File: src/rtl/issue_queue_sched_pkg.sv
// Shared constants and types for the decode-to-execute issue queue.
package issue_queue_sched_pkg;

    localparam int unsigned DS_TO_IS_BUS_WD = 212;
    localparam int unsigned IQ_DEPTH        = 4;
    localparam int unsigned REG_W           = 5;
    localparam int unsigned NUM_REGS        = 32;

    typedef logic [REG_W-1:0] reg_idx_t;

    // Register fields kept beside each queued payload for hazard checks.
    typedef struct packed {
        reg_idx_t rj;
        reg_idx_t rk;
        reg_idx_t dest;
        logic     gr_we;
    } iq_ctrl_t;

    function automatic logic [NUM_REGS-1:0] reg_onehot(input reg_idx_t r);
        return NUM_REGS'(1) << r;
    endfunction

endpackage

File: src/rtl/iq_scoreboard.sv
// Pending-write scoreboard with same-cycle writeback bypass and a
// readiness check for the registers of the queue head.
module iq_scoreboard
    import issue_queue_sched_pkg::*;
(
    input  logic     clk,
    input  logic     reset,
    input  logic     wb_valid,
    input  reg_idx_t wb_dest,
    input  logic     set_valid,
    input  reg_idx_t set_dest,
    input  iq_ctrl_t query,
    output logic     ready
);

    logic [NUM_REGS-1:0] pending_q;
    logic [NUM_REGS-1:0] pending_d;
    logic [NUM_REGS-1:0] eff_c;

    // A write issued this cycle wins over a writeback to the same register.
    always_comb begin
        eff_c = pending_q;
        if (wb_valid) begin
            eff_c = pending_q & ~reg_onehot(wb_dest);
        end
        pending_d = eff_c;
        if (set_valid && (set_dest != '0)) begin
            pending_d = pending_d | reg_onehot(set_dest);
        end
        pending_d[0] = 1'b0;
        ready = !eff_c[query.rj] && !eff_c[query.rk] &&
                !(query.gr_we && eff_c[query.dest]);
    end

    always_ff @(posedge clk) begin
        if (reset) begin
            pending_q <= '0;
        end else begin
            pending_q <= pending_d;
        end
    end

endmodule

File: src/rtl/issue_queue_sched.sv
// In-order issue queue: buffers decoded instructions and releases the head
// to execute once its sources and destination are hazard-free.
module issue_queue_sched
    import issue_queue_sched_pkg::*;
#(
    parameter  int unsigned DEPTH  = IQ_DEPTH,
    parameter  int unsigned BUS_WD = DS_TO_IS_BUS_WD,
    localparam int unsigned PTR_W  = $clog2(DEPTH)
) (
    input  logic              clk,
    input  logic              reset,
    input  logic              ds_to_is_valid,
    input  logic [BUS_WD-1:0] ds_to_is_bus,
    input  logic [REG_W-1:0]  ds_rj,
    input  logic [REG_W-1:0]  ds_rk,
    input  logic [REG_W-1:0]  ds_dest,
    input  logic              ds_gr_we,
    output logic              IQ_allowin,
    input  logic              es_allowin,
    output logic              is_to_es_valid,
    output logic [BUS_WD-1:0] is_to_es_bus,
    input  logic              wb_valid,
    input  logic [REG_W-1:0]  wb_dest,
    input  logic              flush,
    output logic [PTR_W:0]    iq_count
);

    logic [BUS_WD-1:0] bus_mem_q  [DEPTH];
    iq_ctrl_t          ctrl_mem_q [DEPTH];

    logic [PTR_W-1:0] head_q, head_d;
    logic [PTR_W-1:0] tail_q, tail_d;
    logic [PTR_W:0]   count_q, count_d;

    logic     push_c;
    logic     pop_c;
    logic     not_empty_c;
    logic     sb_ready_c;
    logic     set_valid_c;
    iq_ctrl_t head_ctrl_c;
    iq_ctrl_t new_ctrl_c;

    iq_scoreboard u_sb (
        .clk       (clk),
        .reset     (reset),
        .wb_valid  (wb_valid),
        .wb_dest   (wb_dest),
        .set_valid (set_valid_c),
        .set_dest  (head_ctrl_c.dest),
        .query     (head_ctrl_c),
        .ready     (sb_ready_c)
    );

    // Handshakes; allowin looks only at registered occupancy.
    always_comb begin
        not_empty_c    = (count_q != '0);
        head_ctrl_c    = ctrl_mem_q[head_q];
        new_ctrl_c     = '{rj: ds_rj, rk: ds_rk, dest: ds_dest, gr_we: ds_gr_we};
        IQ_allowin     = (count_q < (PTR_W+1)'(DEPTH));
        is_to_es_valid = not_empty_c && sb_ready_c && !flush;
        is_to_es_bus   = not_empty_c ? bus_mem_q[head_q] : '0;
        iq_count       = count_q;
        pop_c          = is_to_es_valid && es_allowin;
        push_c         = ds_to_is_valid && IQ_allowin && !flush;
        set_valid_c    = pop_c && head_ctrl_c.gr_we;
    end

    // Pointer and occupancy update; flush empties the queue.
    always_comb begin
        head_d  = head_q;
        tail_d  = tail_q;
        count_d = count_q;
        if (flush) begin
            head_d  = '0;
            tail_d  = '0;
            count_d = '0;
        end else begin
            if (pop_c) begin
                head_d = head_q + PTR_W'(1);
            end
            if (push_c) begin
                tail_d = tail_q + PTR_W'(1);
            end
            count_d = count_q + (PTR_W+1)'(push_c) - (PTR_W+1)'(pop_c);
        end
    end

    always_ff @(posedge clk) begin
        if (reset) begin
            head_q  <= '0;
            tail_q  <= '0;
            count_q <= '0;
        end else begin
            head_q  <= head_d;
            tail_q  <= tail_d;
            count_q <= count_d;
        end
    end

    // Entry storage; contents are only observed while occupied.
    always_ff @(posedge clk) begin
        if (push_c) begin
            bus_mem_q[tail_q]  <= ds_to_is_bus;
            ctrl_mem_q[tail_q] <= new_ctrl_c;
        end
    end

endmodule

File: config.mk
export PLATFORM = sky130hd
export DESIGN_NAME = issue_queue_sched
export DESIGN_NICKNAME = d
export VERILOG_FILES = /design/src/rtl/issue_queue_sched_pkg.sv /design/src/rtl/iq_scoreboard.sv /design/src/rtl/issue_queue_sched.sv
export SDC_FILE = /design/constraint.sdc
export NUM_CORES = 1
export LEC_CHECK = 0
export ABC_AREA = 1
export BUFFER_PORTS_ARGS = -buffer_cell sky130_fd_sc_hd__buf_2
export CAP_MARGIN = 20
export CORE_MARGIN = 3
export CORE_UTILIZATION = 50
export DETAILED_ROUTE_END_ITERATION = 16
export PLACE_DENSITY = 0.76
export SLEW_MARGIN = 20
export SYNTH_ARGS = -nofsm -noshare
export SYNTH_HDL_FRONTEND = slang
export SYNTH_SLANG_ARGS = --single-unit
File: constraint.sdc
create_clock -name clk -period 14.2 [get_ports clk]
set_clock_uncertainty 0.2 [all_clocks]
set_input_delay 4.26 -clock clk [delete_from_list [all_inputs] [get_ports clk]]
set_output_delay 4.26 -clock clk [all_outputs]
set_load 0.005 [all_outputs]
* Word level (Yosys, flattened, before mapping)
Memory sizes are Yosys's and may differ from the RTL's. A register that Yosys moved wholly into a read port is not among the register bits. Cells that the tools add are included.
Cells by class: add/subtract/negate cells 4, magnitude comparators 4, shift operators 2, muxes and demuxes 15, bitwise gates (word level) 3, reduce and logical (&&, ||, !) cells 17
Operator list (count):
- $mux W212 | 1
- $mux W32 | 2
- $shl A1 B5 Y32 const A | 2
- $and A32 B32 Y32 | 1
- $not A32 Y32 | 1
- $or A32 B32 Y32 | 1
- $lt A5 B6 Y1 const B | 3
- $bmux W1 S5 | 3
- $logic_and A1 B1 Y1 | 10
- $mux W2 | 4
- $mux W1 | 5
- $reduce_bool A5 Y1 | 1
- $add A2 B1 Y2 const B | 2
- $logic_not A1 Y1 | 4
- $add A3 B1 Y3 | 1
- $lt A3 B3 Y1 const B | 1
- $reduce_bool A3 Y1 | 1
- $sub A3 B1 Y3 | 1
- $reduce_or A2 Y1 | 1
Word-level totals: register bits 39, memory bits (writable) 912, input port bits 239, output and inout bits 217, memories 2
Memories:
- bus_mem_q | depth 4, width 212, read ports 1, clocked after memory_dff 1, wr ports 1, line issue_queue_sched.sv:28 | logic [BUS_WD-1:0] bus_mem_q [DEPTH];
- ctrl_mem_q | depth 4, width 16, read ports 1, clocked after memory_dff 1, wr ports 1, line issue_queue_sched.sv:29 | iq_ctrl_t ctrl_mem_q [DEPTH];

* Logic depth before layout (Yosys ltp)
depth after elaboration 15, depth in mapped cells 24, depth with buffers taken out 23

* By module
From an unflattened synthesis, not the netlist that was laid out.
Second synthesis, totals: cell total of the unflattened synthesis 3180, area, all modules 38185.4 um2
By module, submodules not included:
- issue_queue_sched | instances 1, cells each 2723, area each 35681.7 um2
- iq_scoreboard | instances 1, cells each 457, area each 2503.7 um2

* Worst setup path after synthesis
Ideal clock, no wire load.
path kind input -> register, from in flush, to mem bus_mem_q[0][0] (netlist bit) (enable), setup time 0.822 ns, arrival time 14.060 ns, data required time 13.178 ns, slack -0.882 ns, cell stages on the path 3, buffers on the path 0, path through inv_1 > nand3_1 > nor2_1
On the way: cells in the longest elaborated chain, start to end 4
Ends and longest elaborated chain:
- from (decl) | line issue_queue_sched.sv:24 | input logic flush,
- $logic_not A1 Y1 | line issue_queue_sched.sv:64 | push_c = ds_to_is_valid && IQ_allowin && !flush;
- $logic_and A1 B1 Y1 | line issue_queue_sched.sv:64
- $mux W1 | line issue_queue_sched.sv:102 | if (push_c) begin
- $mux W1 (implied by the code) | line issue_queue_sched.sv:103 | bus_mem_q[tail_q] <= ds_to_is_bus;
- to (decl) | line issue_queue_sched.sv:28
Every way passes these cells.

* Final worst setup path
from in wb_dest[1], to out is_to_es_valid
On the way: cells in the longest elaborated chain, start to end 11
Ends and longest elaborated chain:
- from (decl) | line issue_queue_sched.sv:23 | input logic [REG_W-1:0] wb_dest,
- $shl A1 B5 Y32 * | line issue_queue_sched_pkg.sv:20 | return NUM_REGS'(1) << r;
- $not A32 Y32 * | line iq_scoreboard.sv:24 | eff_c = pending_q & ~reg_onehot(wb_dest);
- $and A32 B32 Y32 * | line iq_scoreboard.sv:24
- $mux W32 * | line iq_scoreboard.sv:23 | if (wb_valid) begin
- $bmux W1 S5 (on tied branches) | line iq_scoreboard.sv:31, iq_scoreboard.sv:32
- $mux W1 (on tied branches) | line iq_scoreboard.sv:31, iq_scoreboard.sv:32
- $logic_not A1 Y1 / $logic_and A1 B1 Y1 (equally long branches) | line iq_scoreboard.sv:31, iq_scoreboard.sv:32
- $logic_and A1 B1 Y1 / $logic_not A1 Y1 (equally long branches) | line iq_scoreboard.sv:31, iq_scoreboard.sv:32
- $logic_and A1 B1 Y1 * | line iq_scoreboard.sv:31 | ready = !eff_c[query.rj] && !eff_c[query.rk] &&
- $logic_and A1 B1 Y1 * (2 in series) | line issue_queue_sched.sv:60 | is_to_es_valid = not_empty_c && sb_ready_c && !flush;
- to (decl) | line issue_queue_sched.sv:20 | output logic is_to_es_valid,
Every way passes the cells marked *; elsewhere a longest branch is shown, timed or not. The select of a mux whose other input is x is not followed.

==> impl_metrics.env <==
export IMPL_outcome="finished clean"
export IMPL_cts_setup_buffers=0
export IMPL_pwr_density_cell_nw_per_um2=132
export IMPL_synth_area_um2=38200
export IMPL_cts_buffers_inserted=97
export IMPL_area_growth_pct=16.3
export IMPL_synthAdderAreaFrac_pct=0.216
export IMPL_drt_total_wl_mm=95.3
export IMPL_ant_nets=0
export IMPL_switching_share_pct=20.7
export IMPL_synth_seq_area_share_pct=73.8
export IMPL_layout_setup_ws_ns=3.15
export IMPL_max_cap_violations=0
export IMPL_dp_hpwl_mm=54.4
export IMPL_path_max_fanout=36
export IMPL_power_internal_uw=4650
export IMPL_syn_nets=3485
export IMPL_worstSetupPathType="input pin to output port"
export IMPL_yosys_warnings=0
export IMPL_cts_root_buf="clkbuf_16"
export IMPL_finalCriticalPeriod_ns=11.05
export IMPL_synth_compound_gate_area_share_pct=9.53
export IMPL_register_area_um2=28200
export IMPL_die_width_um=282
export IMPL_cts_sinks=952
export IMPL_yosysUniqueCellTypes=38
export IMPL_totalPowerFinal_uw=5860
export IMPL_layout_nets=3871
export IMPL_startpoint_type="input pin"
export IMPL_core_area_um2=75100
export IMPL_finalHoldViolations=0
export IMPL_path_clk_slew_ns=0.06
export IMPL_start_util_pct=50.9
export IMPL_ctsResizeCount=0
export IMPL_max_clock_freq_mhz=90.5
export IMPL_ys_flop_type="edfxtp_1"
export IMPL_cp_data_required_time_ns=9.74
export IMPL_synth_simple_gate_area_share_pct=13.6
export IMPL_port_buffers=455
export IMPL_hold_depth=2
export IMPL_viasPerCell=5.52
export IMPL_synth_top_family_by_area="simple AND/OR/NAND/NOR gates"
export IMPL_vias=26000
export IMPL_synth_ff_latch_count=952
export IMPL_fin_util_pct=59.2
export IMPL_wire_per_inst_um=20.3
export IMPL_timing_hold_ws_ns=0.299
export IMPL_rows=100
export IMPL_netlist_instances=3240
export IMPL_cts_hold_fix_buffers=0
export IMPL_relSlewSlack_pct=26.3
export IMPL_h_tree_depth=3
export IMPL_ys_top_cells_by_area="edfxtp_1 (72%), nor2_1 (9.5%), o21ai_0 (5.7%), a21oi_1 (3.4%), dfxtp_1 (2.1%)"
export IMPL_clock_path_buffers=3
export IMPL_grt_antenna_before_repair=33
export IMPL_synth_edff_count=912
export IMPL_vdd_drop_max_mv=0.117
export IMPL_synth_top_area_share_pct=71.7
export IMPL_io_pins=456
export IMPL_tightestPinTransition_ns=1.10
export IMPL_gp_congestion=0.930
export IMPL_clock_latency_ns=0.63
export IMPL_synth_common_cells="nor2_1 (966), edfxtp_1 (912), o21ai_0 (438)"
export IMPL_synthArstFlopShare_pct=0
export IMPL_grtUsageTotal_pct=23.0
export IMPL_hold_path_class="flop to flop"
export IMPL_grt_overflow=0
export IMPL_clockPowerShare_pct=42.5
export IMPL_drt_iter0_drc=2243
export IMPL_grt_max_degree=220
export IMPL_slew_viol_final=0
export IMPL_synth_xor_area_share_pct=0.0917
export IMPL_avgSynthCellArea_um2=11.8
export IMPL_first_pass_iters=6
export IMPL_drc_errors=0
export IMPL_crit_path_end_kind="output port"
export IMPL_power_switching_uw=1220
export IMPL_p_leak_uw=0.0162
export IMPL_grt_pass1_vias=24300
export IMPL_num_fill_cells=5893
export IMPL_synth_most_common_cell="nor2_1"
export IMPL_setup_violations=0
export IMPL_power_share_sequential_pct=53.5
export IMPL_synth_top_cell_by_area="edfxtp_1"
export IMPL_multi_input_area_um2=8980
export IMPL_period_share_pct=77.8
export IMPL_muxShareOfSynthArea_pct=0
export IMPL_reg2regPathDepth=19
export IMPL_preCtsSetupSlack_ns=3.24
export IMPL_rsz0062_at_grt="false"
export IMPL_cp_arrival_ns=6.59
export IMPL_grt_pass1_wl_mm=141
export IMPL_tritoncts="yes"
export IMPL_chipHeight_um=282
export IMPL_drive_above_1_share_pct=18.0
export IMPL_combPwrFrac_pct=4.0
export IMPL_die_area_um2=79800
-- path summary, 6_finish.rpt --
check                          start                 end  slack [ns]
hold / removal    u_sb.pending_q[22]  u_sb.pending_q[22]        0.30
hold reg to reg   u_sb.pending_q[22]  u_sb.pending_q[22]        0.30
setup / recovery          wb_dest[1]      is_to_es_valid        3.15
setup reg to reg                flop         iq_count[2]        8.26
-- state kept, by name, indices dropped and copies added, names as in the netlist, named ones only --
register and count:
bus_mem_q 848, ctrl_mem_q 64, head_q 2, iq_count 3, tail_q 2, u_sb.pending_q 31
-- layout make-up --
| cell class | count | share of cell area, % |
|---|---|---|
| Antenna cell | 25 | 0.141 |
| Inverter | 62 | 0.569 |
| Tap cell | 969 | 2.73 |
| Sequential cell | 952 | 63.5 |
| Clock buffer | 120 | 5.75 |
| Clock inverter | 57 | 1.37 |
| Multi-Input combinational cell | 2028 | 20.2 |
| Timing Repair Buffer | 485 | 5.77 |
-- cell families (layout without fill, tap and decap cells) --
logic type,count (synthesis),in the layout
AND/OR/NAND/NOR,1302,1302
flip-flops,952,952
AO/OA/AOI/OAI,716,716
buffers and inverters,260,724
adder cells (fa/ha/maj),6,6
XOR/XNOR,4,4
other,0,25
-- through the flow --
stage	std cells	cell area [µm²]	setup TNS (ns)
after floorplan	3240	38200	-804.14
after global placement	4495	41200	0
after detailed placement	4495	41200	0
after CTS	4672	44300	0
after global routing	4690	44400	0
final	4698	44400	0
-- layout by cell type (no fill, tap or decap), types with 17 or more instances in the layout --
cell type and count:
dfxtp_1 38, clkinv_1 19, nor2_1 962, nand4_1 36, edfxtp_1 912, clkbuf_16 99, inv_1 48, nand2_1 178
a21oi_1 259, clkinv_2 17, nand3_1 87, diode_2 25, clkbuf_1 21, buf_4 25, buf_2 455, o21ai_0 438
-- worst max-delay path, cell delays in order --
cell and delay (ns):
buf_2 0.16, inv_1 0.15, nand4_1 0.19, o21ai_0 0.43
nor2_1 0.10, nor2_1 0.09, nand3_1 0.12, nand2_1 0.10
nand2_1 0.07, nand3_1 0.08, nand2_1 0.07, inv_2 0.05
nand2_2 0.07, nor2_8 0.43, buf_2 0.21
-- power groups by stage --
stage | registers (µW) | clock network, µW | logic [µW]
detailed placement | 3190 | 0 | 231
finish | 3140 | 2490 | 234
global placement | 3190 | 0 | 227
floorplan | 3210 | 0 | 106
global route | 3140 | 2660 | 259
CTS | 3140 | 2530 | 233
-- routing by layer --
| metal | track usage [%] | share of wire, % | up-vias | wire (µm) |
|---|---|---|---|---|
| met4 | 9.97 | 3.9 | 18 | 3730 |
| met5 | 0 | 0.13 | - | 128 |
| met1 | 29.3 | 38 | 12400 | 36400 |
| li1 | - | - | 12200 | - |
| met3 | 6.12 | 8.7 | 214 | 8270 |
| met2 | 37.6 | 49 | 1088 | 46800 |
Note: power is estimated with default switching activity, not from simulation.
